<file path="src/rtl/bus_sampler_pkg.sv">
// Shared types and constants for the bus sampler / serializer.
// BUS_SAMPLER_PARITY_EN adds an even-parity bit to every frame.
package bus_sampler_pkg;

    localparam int DEF_DATA_W = 8;

`ifdef BUS_SAMPLER_PARITY_EN
    localparam int PAR_BITS = 1;
    typedef enum logic [2:0] {
        IDLE, START, DATA, PARITY, STOP
    } state_e;
`else
    localparam int PAR_BITS = 0;
    typedef enum logic [2:0] {
        IDLE, START, DATA, STOP
    } state_e;
`endif

    // start + data + optional parity + stop
    localparam int FRAME_BITS = DEF_DATA_W + 2 + PAR_BITS;

    function automatic int frame_bits(input int w);
        return w + 2 + PAR_BITS;
    endfunction

    // counter width with a floor of one bit
    function automatic int cnt_w(input int n);
        return (n > 1) ? $clog2(n) : 1;
    endfunction

endpackage

</file>
<file path="src/rtl/bus_sampler_if.sv">
// Accept strobe and value handed from the filter to the serializer.
// The filter drives (master), the serializer consumes (slave).
interface bus_sampler_if #(
    parameter int DATA_W = 8
) ();
    logic              stb;
    logic [DATA_W-1:0] val;

    modport master (output stb, output val);
    modport slave  (input stb, input val);
endinterface

</file>
<file path="src/rtl/bus_sync_filter.sv">
// Two-flop synchronizer plus stability filter for the pad bus.
// Emits a one-cycle strobe when a new stable value is accepted.
module bus_sync_filter
    import bus_sampler_pkg::*;
#(
    parameter int DATA_W     = DEF_DATA_W,
    parameter int STABLE_CNT = 4
) (
    input  logic              i_clk,
    input  logic              i_rst_n,
    input  logic [DATA_W-1:0] i_a,
    bus_sampler_if.master     acc
);

    localparam int SW = $clog2(STABLE_CNT + 1);

    logic [DATA_W-1:0] s1_q, s2_q;
    logic [DATA_W-1:0] cand_q, cand_d;
    logic [DATA_W-1:0] last_q, last_d;
    logic [DATA_W-1:0] val_q, val_d;
    logic [SW-1:0]     cnt_q, cnt_d;
    logic              stb_q, stb_d;

    // Count how long the synchronized value has held; accept when it
    // reaches the threshold and differs from the last accepted value.
    always_comb begin
        cand_d = cand_q;
        cnt_d  = cnt_q;
        last_d = last_q;
        val_d  = val_q;
        stb_d  = 1'b0;
        if (s2_q != cand_q) begin
            cand_d = s2_q;
            cnt_d  = SW'(1);
        end else if (cnt_q < SW'(STABLE_CNT)) begin
            cnt_d = cnt_q + 1'b1;
        end
        if (cnt_d == SW'(STABLE_CNT) && cand_d != last_q) begin
            stb_d  = 1'b1;
            val_d  = cand_d;
            last_d = cand_d;
        end
    end

    // Synchronizer and filter state; zero after reset so a zero bus
    // counts as already accepted.
    always_ff @(posedge i_clk) begin
        if (!i_rst_n) begin
            s1_q   <= '0;
            s2_q   <= '0;
            cand_q <= '0;
            last_q <= '0;
            val_q  <= '0;
            cnt_q  <= '0;
            stb_q  <= 1'b0;
        end else begin
            s1_q   <= i_a;
            s2_q   <= s1_q;
            cand_q <= cand_d;
            last_q <= last_d;
            val_q  <= val_d;
            cnt_q  <= cnt_d;
            stb_q  <= stb_d;
        end
    end

    assign acc.stb = stb_q;
    assign acc.val = val_q;

endmodule

</file>
<file path="src/rtl/bus_sampler_ser.sv">
// Samples an asynchronous bus and sends each new stable value as a
// serial frame. Define BUS_SAMPLER_PARITY_EN for an even-parity bit.
module bus_sampler_ser
    import bus_sampler_pkg::*;
#(
    parameter int DATA_W     = DEF_DATA_W,
    parameter int STABLE_CNT = 4,
    parameter int BIT_CYCLES = 2
) (
    input  logic              i_clk,
    input  logic              i_rst_n,
    input  logic [DATA_W-1:0] i_a,
    output logic              o_a,
    output logic              o_busy,
    output logic              o_ovf
);

    localparam int BW = cnt_w(DATA_W);
    localparam int CW = cnt_w(BIT_CYCLES);

    bus_sampler_if #(.DATA_W(DATA_W)) acc_if ();

    bus_sync_filter #(
        .DATA_W    (DATA_W),
        .STABLE_CNT(STABLE_CNT)
    ) u_filt (
        .i_clk  (i_clk),
        .i_rst_n(i_rst_n),
        .i_a    (i_a),
        .acc    (acc_if)
    );

    state_e            state_q, state_d;
    logic [BW-1:0]     bit_q, bit_d;
    logic [CW-1:0]     cyc_q, cyc_d;
    logic [DATA_W-1:0] frm_q, frm_d;
    logic [DATA_W-1:0] pend_q, pend_d;
    logic              pend_v_q, pend_v_d;
    logic              ovf_q, ovf_d;

    logic              cyc_last;
    logic              bit_last;
    logic              have_next;
    logic              load;
    logic [DATA_W-1:0] next_val;

    assign cyc_last  = (cyc_q == CW'(BIT_CYCLES - 1));
    assign bit_last  = (bit_q == BW'(DATA_W - 1));
    assign have_next = acc_if.stb | pend_v_q;
    // the newest accepted value wins over an older pending one
    assign next_val  = acc_if.stb ? acc_if.val : pend_q;

    // State and datapath registers; reset aborts any frame.
    always_ff @(posedge i_clk) begin
        if (!i_rst_n) begin
            state_q  <= IDLE;
            bit_q    <= '0;
            cyc_q    <= '0;
            frm_q    <= '0;
            pend_q   <= '0;
            pend_v_q <= 1'b0;
            ovf_q    <= 1'b0;
        end else begin
            state_q  <= state_d;
            bit_q    <= bit_d;
            cyc_q    <= cyc_d;
            frm_q    <= frm_d;
            pend_q   <= pend_d;
            pend_v_q <= pend_v_d;
            ovf_q    <= ovf_d;
        end
    end

    // Next-state: advance one frame bit per BIT_CYCLES cycles.
    always_comb begin
        state_d = state_q;
        unique case (state_q)
            IDLE: begin
                if (have_next) state_d = START;
            end
            START: begin
                if (cyc_last) state_d = DATA;
            end
            DATA: begin
                if (cyc_last && bit_last) begin
`ifdef BUS_SAMPLER_PARITY_EN
                    state_d = PARITY;
`else
                    state_d = STOP;
`endif
                end
            end
`ifdef BUS_SAMPLER_PARITY_EN
            PARITY: begin
                if (cyc_last) state_d = STOP;
            end
`endif
            STOP: begin
                if (cyc_last) state_d = have_next ? START : IDLE;
            end
            default: state_d = IDLE;
        endcase
    end

    // Counters, frame capture and one-deep pending buffer.
    always_comb begin
        cyc_d    = cyc_q;
        bit_d    = bit_q;
        frm_d    = frm_q;
        pend_d   = pend_q;
        pend_v_d = pend_v_q;
        ovf_d    = 1'b0;
        load     = have_next &&
                   (state_q == IDLE || (state_q == STOP && cyc_last));
        if (state_q == IDLE) begin
            cyc_d = '0;
        end else begin
            cyc_d = cyc_last ? '0 : cyc_q + 1'b1;
        end
        if (state_q == DATA && cyc_last) begin
            bit_d = bit_last ? '0 : bit_q + 1'b1;
        end
        if (load) begin
            frm_d    = next_val;
            pend_v_d = 1'b0;
            ovf_d    = acc_if.stb & pend_v_q;
        end else if (acc_if.stb && state_q != IDLE) begin
            pend_d   = acc_if.val;
            pend_v_d = 1'b1;
            ovf_d    = pend_v_q;
        end
    end

    // Line level for the current frame bit; idles high.
    always_comb begin
        o_a = 1'b1;
        unique case (state_q)
            IDLE:   o_a = 1'b1;
            START:  o_a = 1'b0;
            DATA:   o_a = frm_q[bit_q];
`ifdef BUS_SAMPLER_PARITY_EN
            PARITY: o_a = ^frm_q;
`endif
            STOP:   o_a = 1'b1;
            default: o_a = 1'b1;
        endcase
    end

    assign o_busy = (state_q != IDLE);
    assign o_ovf  = ovf_q;

endmodule

</file>
<file path="config.mk">
export PLATFORM = sky130hd
export DESIGN_NAME = bus_sampler_ser
export DESIGN_NICKNAME = d
export VERILOG_FILES = /design/src/rtl/bus_sampler_pkg.sv /design/src/rtl/bus_sampler_if.sv /design/src/rtl/bus_sync_filter.sv /design/src/rtl/bus_sampler_ser.sv
export SDC_FILE = /design/constraint.sdc
export NUM_CORES = 1
export LEC_CHECK = 0
export ABC_AREA = 1
export BUFFER_PORTS_ARGS = -buffer_cell sky130_fd_sc_hd__buf_4
export CORE_MARGIN = 8
export CORE_UTILIZATION = 45
export DETAILED_ROUTE_END_ITERATION = 10
export PLACE_DENSITY = 0.65
export SLEW_MARGIN = 10
export SYNTH_ARGS = -nofsm -noshare
export SYNTH_HDL_FRONTEND = slang
export SYNTH_SLANG_ARGS = --single-unit
export TNS_END_PERCENT = 100
</file>
<file path="constraint.sdc">
create_clock -name i_clk -period 3.3 [get_ports i_clk]
set_input_delay 0.66 -clock i_clk [delete_from_list [all_inputs] [get_ports i_clk]]
set_output_delay 0.66 -clock i_clk [all_outputs]
set_load 0.005 [all_outputs]
</file>
==> impl_metrics.yaml, run 1 <==
status:
  status: "complete, no violations"
critical_path:
  rrSetupSlack_ns: 1.43
  critPathArrivalTime_ns: 1.56
  r2r_start: "state_q[0]$_SDFFE_PN0P_"
  crit_start: "bit_q[0]$_SDFFE_PN0P_"
  crit_required_ns: 2.64
  end_kind: "primary output"
  start_kind: "flop"
  r2r_end: "pend_q[5]$_SDFFE_PN0P_"
  critPathMaxFanout: 7
  path_class: "reg -> out"
  r2r_cells: 9
floorplanning:
  row_count: 27
  die_width_um: 90.96
  start_util_pct: 46.20
  die_y_um: 90.96
  die_area_um2: 8274
  coreArea_um2: 5473
  pin_count: 13
pwr:
  leakage_nw: 1.426
  peakVddDrop_uv: 428.0
  power_mw: 1.618
  pwr_density_cell_nw_per_um2: 565.9
min_path:
  hold_depth: 2
  min_to: "u_filt.s2_q[4]$_SDFF_PN0_"
  hp-start: "u_filt.s1_q[4]$_SDFF_PN0_"
  holdCritPathClass: "reg -> reg"
route:
  dr.first_iter.drc_count: 95
  wl_per_cell_um: 9.910
  postRouteAntennaNets: 0
  drt_first_pass_iters: 4
  num_vias: 1964
  drc: 0
  drt-total-wl_um: 4291
  viasPerCell: 4.536
clock_network:
  post_cts_buffers: 0
  clockBufferDepth: 2
  tritoncts: "built"
  cts_root_buf: "clkbuf_8"
  clk_latency_ns: 0.33
  clock_sinks: 60
  cts.repair.resized: 0
  cts_buffers: 9
  ctsHoldBuffers: 0
  clk_pin_slew_worst_paths_ns: 0.06
  cts_max_level: 3
grt:
  gr-total-overflow: 0
  grt_pass1_vias: 1916
  track_usage_pct: 11.52
  antenna_found_initial: 0
  grt_pass1_wl_um: 7838
  grt_max_degree: 56
placement:
  gp_congestion: 0.7726
  dp_slack_ns: 1.425
  dp_hpwl_um: 2979
  io_buffers: 12
timing:
  slew_headroom_pct: 59.55
  finalCriticalPeriod_ns: 2.221
  fin_setup_tns_ns: 0
  final-hold-violation-count: 0
  whs_ns: 0.4071
  rsz0062_at_grt: "false"
  period_share_pct: 67.31
  slew_viol_final: 0
  setup_viol_count_final: 0
  clock.fmax_ghz: 0.4502
  worst-slew-pin-transition_ns: 0.6067
  skew_ns: 0.006086
  worst_slack_ns: 1.079
synth:
  synth_top_cell_by_area: "dfxtp_1"
  seq_area_frac_synth_pct: 47.50
  syn_area_per_cell_um2: 7.372
  syn_inst: 343
  synthesis.area_um2: 2529
  synth_warnings: 0
  synth_cell_types: 26
  ys_seq_elements: 60
  syn_nets: 360
  synth_area_leaders: "dfxtp_1, nand2_1, inv_1"
  synth_top_cell_area_share_pct: 47.50
final_layout:
  final_common_cell: "nand2_1"
  area_delta_synth_final_pct: 13.06
  insertedDiodeCount: 0
  fin_nets: 373
  final_cell_mix: "nand2_1, dfxtp_1, inv_1, nor2_1, o21ai_0"
  utilization_pct: 52.24
  n_fill_cell: 546
  drive_above_1_share_pct: 11.63
flow_run:
  drv_cap: 0
[power breakdown]
| group | switching (mW) | internal (mW) |
|---|---|---|
| combinational | 0.109 | 0.0792 |
| sequential | 0.0241 | 0.754 |
| clock | 0.265 | 0.387 |
| total | 0.398 | 1.22 |
[cell type report]
class,instances,area [µm²],share of cell area [%]
inverter,57,214.0,7.484
tap,72,90.09,3.151
clock inverter,4,47.55,1.663
clock buffer,12,155.1,5.427
sequential,60,1201,42.01
timing repair buffer,12,90.09,3.151
multi-input combinational,216,1061,37.11
[logic make-up (layout without fill, tap and decap cells)]
family          count (synthesis)  in the layout  synth area share (%)
buf+inv                        67             85                 10.54
flops                          60             60                 47.50
simple gates                  149            149                 24.15
fa+ha+maj                       7              7                 3.463
xor+xnor                        6              6                 2.820
compound gates                 54             54                 11.53
[flip-flops by register name (all words and copies together) (netlist names), 3 cells and up]
| signal | cells |
|---|---|
| u_filt.cand_q | 8 |
| frm_q | 8 |
| bit_q | 3 |
| u_filt.acc.val | 8 |
| u_filt.s2_q | 8 |
| u_filt.cnt_q | 3 |
| pend_q | 8 |
| u_filt.s1_q | 8 |
[layer usage]
| metal | share of wire [%] | routed length [µm] | up-vias | track usage (%) |
|---|---|---|---|---|
| li1 | - | - | 1073 | - |
| met1 | 49 | 2113 | 852 | 12.36 |
| met2 | 45 | 1928 | 31 | 19.23 |
| met3 | 4.5 | 194 | 8 | 5.679 |
| met4 | 1.3 | 55 | 0 | 4.093 |
| met5 | 0 | 0 | - | 0 |
[how the worst max path moves through the flow]
| stage | end | cells past startpoint | slack, ns |
|---|---|---|---|
| floorplan | o_a | 7 | 1.72 |
| global placement | o_a | 8 | 1.45 |
| detailed placement | o_a | 8 | 1.42 |
| CTS | o_a | 8 | 1.05 |
| global route | o_a | 8 | 0.91 |
| finish | o_a | 8 | 1.08 |
[critical path: stages (launching register included)]
cell and delay (ns):
dfxtp_1 0.44, inv_1 0.14, nor2_1 0.10, nor2_1 0.04, o21ai_0 0.08, o211ai_1 0.13, nand3_1 0.08, o21ai_0 0.07
buf_4 0.14
[through the flow]
stage,area [µm²],instances
2_1_floorplan,2529,343
3_3_place_gp,2656,417
3_5_place_dp,2656,417
4_1_cts,2859,433
5_1_grt,2859,433
6_report,2859,433
[cells in the mapped netlist (all sizes together)]
| library cell | n |
|---|---|
| a21oi | 14 |
| ha | 7 |
| clkbuf | 5 |
| dfxtp | 60 |
| nor2 | 37 |
| nand2 | 105 |
| nand3 | 4 |
| nor3 | 1 |
| xnor2 | 5 |
| xor2 | 1 |
| o31ai | 1 |
| a31oi | 8 |
| o21ai | 29 |
| buf | 5 |
| o211ai | 2 |
| nand4 | 1 |
| inv | 57 |
| nor4 | 1 |
(Power assumes the default switching activity.)
==> run 2: changes to the inputs <==
Settings changed: ABC_AREA 1 to 0.
Clock period 3.3 ns to 2.2 ns, I/O delays scaled along.
==> impl_metrics.yaml, run 2 <==
route:
  wl_per_cell_um: 11.18
  postRouteAntennaNets: 0
  drc: 0
  dr.first_iter.drc_count: 125
  num_vias: 1545
  drt_first_pass_iters: 4
  drt-total-wl_um: 3635
  viasPerCell: 4.754
placement:
  io_buffers: 12
  dp_hpwl_um: 2445
  gp_congestion: 0.7994
clock_network:
  tritoncts: "built"
  clk_latency_ns: 0.33
  post_cts_buffers: 0
  ctsHoldBuffers: 0
  cts.repair.resized: 0
  cts_max_level: 3
  clock_sinks: 60
  clk_pin_slew_worst_paths_ns: 0.06
  cts_buffers: 9
  cts_root_buf: "clkbuf_8"
  clockBufferDepth: 2
critical_path:
  critPathMaxFanout: 5
  cp_slowest_stage_delay_ns: 0.51
  cp_top_family: "multiplexers"
  crit_required_ns: 1.76
  path_class: "reg -> out"
  end_kind: "primary output"
  cp_common_cell: "mux2i_1"
  critPathArrivalTime_ns: 1.58
  cp_num_buf_inv: 1
  crit_chain: "mux4_2 -> mux2i_1 -> mux2i_1 -> buf_4"
  start_kind: "flop"
  cp_slowest_cell: "mux4_2"
synth:
  synthFlopType: "dfxtp_1"
  synthesis.area_um2: 2446
  synth-edff-count: 0
  seq_area_frac_synth_pct: 49.10
  synth_top_cell_by_area: "dfxtp_1"
  syn_area_per_cell_um2: 10.54
  synth_warnings: 0
  syn_inst: 232
  async_flop_share_pct: 0
  yosysMostFrequentCell: "dfxtp_1"
  ys_seq_elements: 60
  syn_nets: 249
  synth_cell_types: 30
  synth_area_leaders: "dfxtp_1, mux2i_1, xor2_1"
  synth_top_cell_area_share_pct: 49.10
  synthTopCellsByCount: "dfxtp_1, nand2_1, mux2i_1, and2_1, xor2_1"
grt:
  gr-total-overflow: 0
  grt_pass1_vias: 1449
  track_usage_pct: 9.756
  grt_max_degree: 60
  antenna_found_initial: 0
  grt_pass1_wl_um: 6341
flow_run:
  drv_cap: 0
timing:
  rsz0062_at_grt: "false"
  skew_ns: 0.007361
  slew_viol_final: 0
  setup_viol_count_final: 0
  final-hold-violation-count: 0
  clock.fmax_ghz: 0.4939
  slew_headroom_pct: 67.57
  finalCriticalPeriod_ns: 2.025
  period_share_pct: 92.02
  whs_ns: 0.3129
  worst-slew-pin-transition_ns: 0.4864
  fin_setup_tns_ns: 0
pwr:
  leakage_nw: 1.333
  peakVddDrop_uv: 432.4
  pwr_density_cell_nw_per_um2: 801.1
floorplanning:
  start_util_pct: 45.54
  die_y_um: 89.73
  die_width_um: 89.73
  pin_count: 13
  coreArea_um2: 5371
  row_count: 27
  die_area_um2: 8051
final_layout:
  area_delta_synth_final_pct: 14.22
  fin_nets: 266
  drive_above_1_share_pct: 15.42
  final_common_cell: "dfxtp_1"
  final_cell_mix: "dfxtp_1, nand2_1, mux2i_1, and2_1, xor2_1"
  insertedDiodeCount: 0
status:
  status: "complete, no violations"
min_path:
  holdCritPathClass: "in -> reg"
run 2: cell types whose count changed after synthesis, sizes merged, moves of 16 or more:
cell	previous run	this run
nand2	105	31
nor2	37	7
mux2i	0	28
xor2	1	17
inv	57	11
and2	0	18
o21ai	29	2
run 2: metal layers:
metal  track usage [%]  routed length [µm]
met4             7.193                  61
met3             3.907                 129
met2             14.60                1686
met5                 0                   0
met1             10.99                1758
run 2: area by class of cell:
class	instances	area, µm²
sequential	60	1202
timing repair buffer	15	112.6
multi-input combinational	152	1160
clock buffer	14	182.7
fill	497	2577
inverter	11	41.29
clock inverter	1	5.005
tap	72	90.09
run 2: stage by stage:
stage | worst slack [ns] | power, mW | std cells | area, µm² | utilization [%]
5_1_grt | 0.07454 | 2.346 | 325 | 2794 | 52.01
4_1_cts | 0.04895 | 2.274 | 325 | 2793 | 51.99
3_3_place_gp | 0.4649 | 1.347 | 310 | 2605 | 48.50
6_report | 0.1755 | 2.238 | 325 | 2794 | 52.01
2_1_floorplan | 0.6306 | 1.289 | 232 | 2446 | -
3_5_place_dp | 0.4188 | 1.349 | 310 | 2605 | 48.50
run 2: worst paths after layout:
path	startpoint	endpoint	slack, ns	depth (start not counted)
setup / recovery	bit_q[0]$_SDFFE_PN0P_	o_a	0.18	4
hold / removal	i_a[2]	u_filt.s1_q[2]$_SDFF_PN0_	0.31	2
setup reg to reg	state_q[0]$_SDFFE_PN0P_	pend_q[7]$_SDFFE_PN0P_	0.61	6
hold reg to reg	u_filt.s1_q[4]$_SDFF_PN0_	u_filt.s2_q[4]$_SDFF_PN0_	0.43	1
run 2: logic make-up (layout without fill, tap and decap cells):
logic type,Yosys count,count (layout),synth area share (%)
buffers and inverters,20,41,3.478
XOR/XNOR,17,17,6.087
flip-flops,60,60,49.10
multiplexers,30,30,13.30
adder cells (fa/ha/maj),7,7,3.580
AND/OR/NAND/NOR,79,79,17.80
AO/OA/AOI/OAI,19,19,6.650
run 2: worst reg2reg max path: cells and delay by family (launching register included):
kind / cells / cell delay, ns
and+or+nand+nor: 3 / 0.52
DFF: 1 / 0.38
muxes: 1 / 0.25
adders and majority gates: 1 / 0.25
buffers and inverters: 1 / 0.08
run 2: where the power goes:
group / leakage (nW) / internal (mW) / switching, mW
Sequential: 0.488 / 1.12 / 0.0240
Combinational: 0.746 / 0.0909 / 0.0882
Clock: 0.0986 / 0.524 / 0.392
Total: 1.33 / 1.73 / 0.505
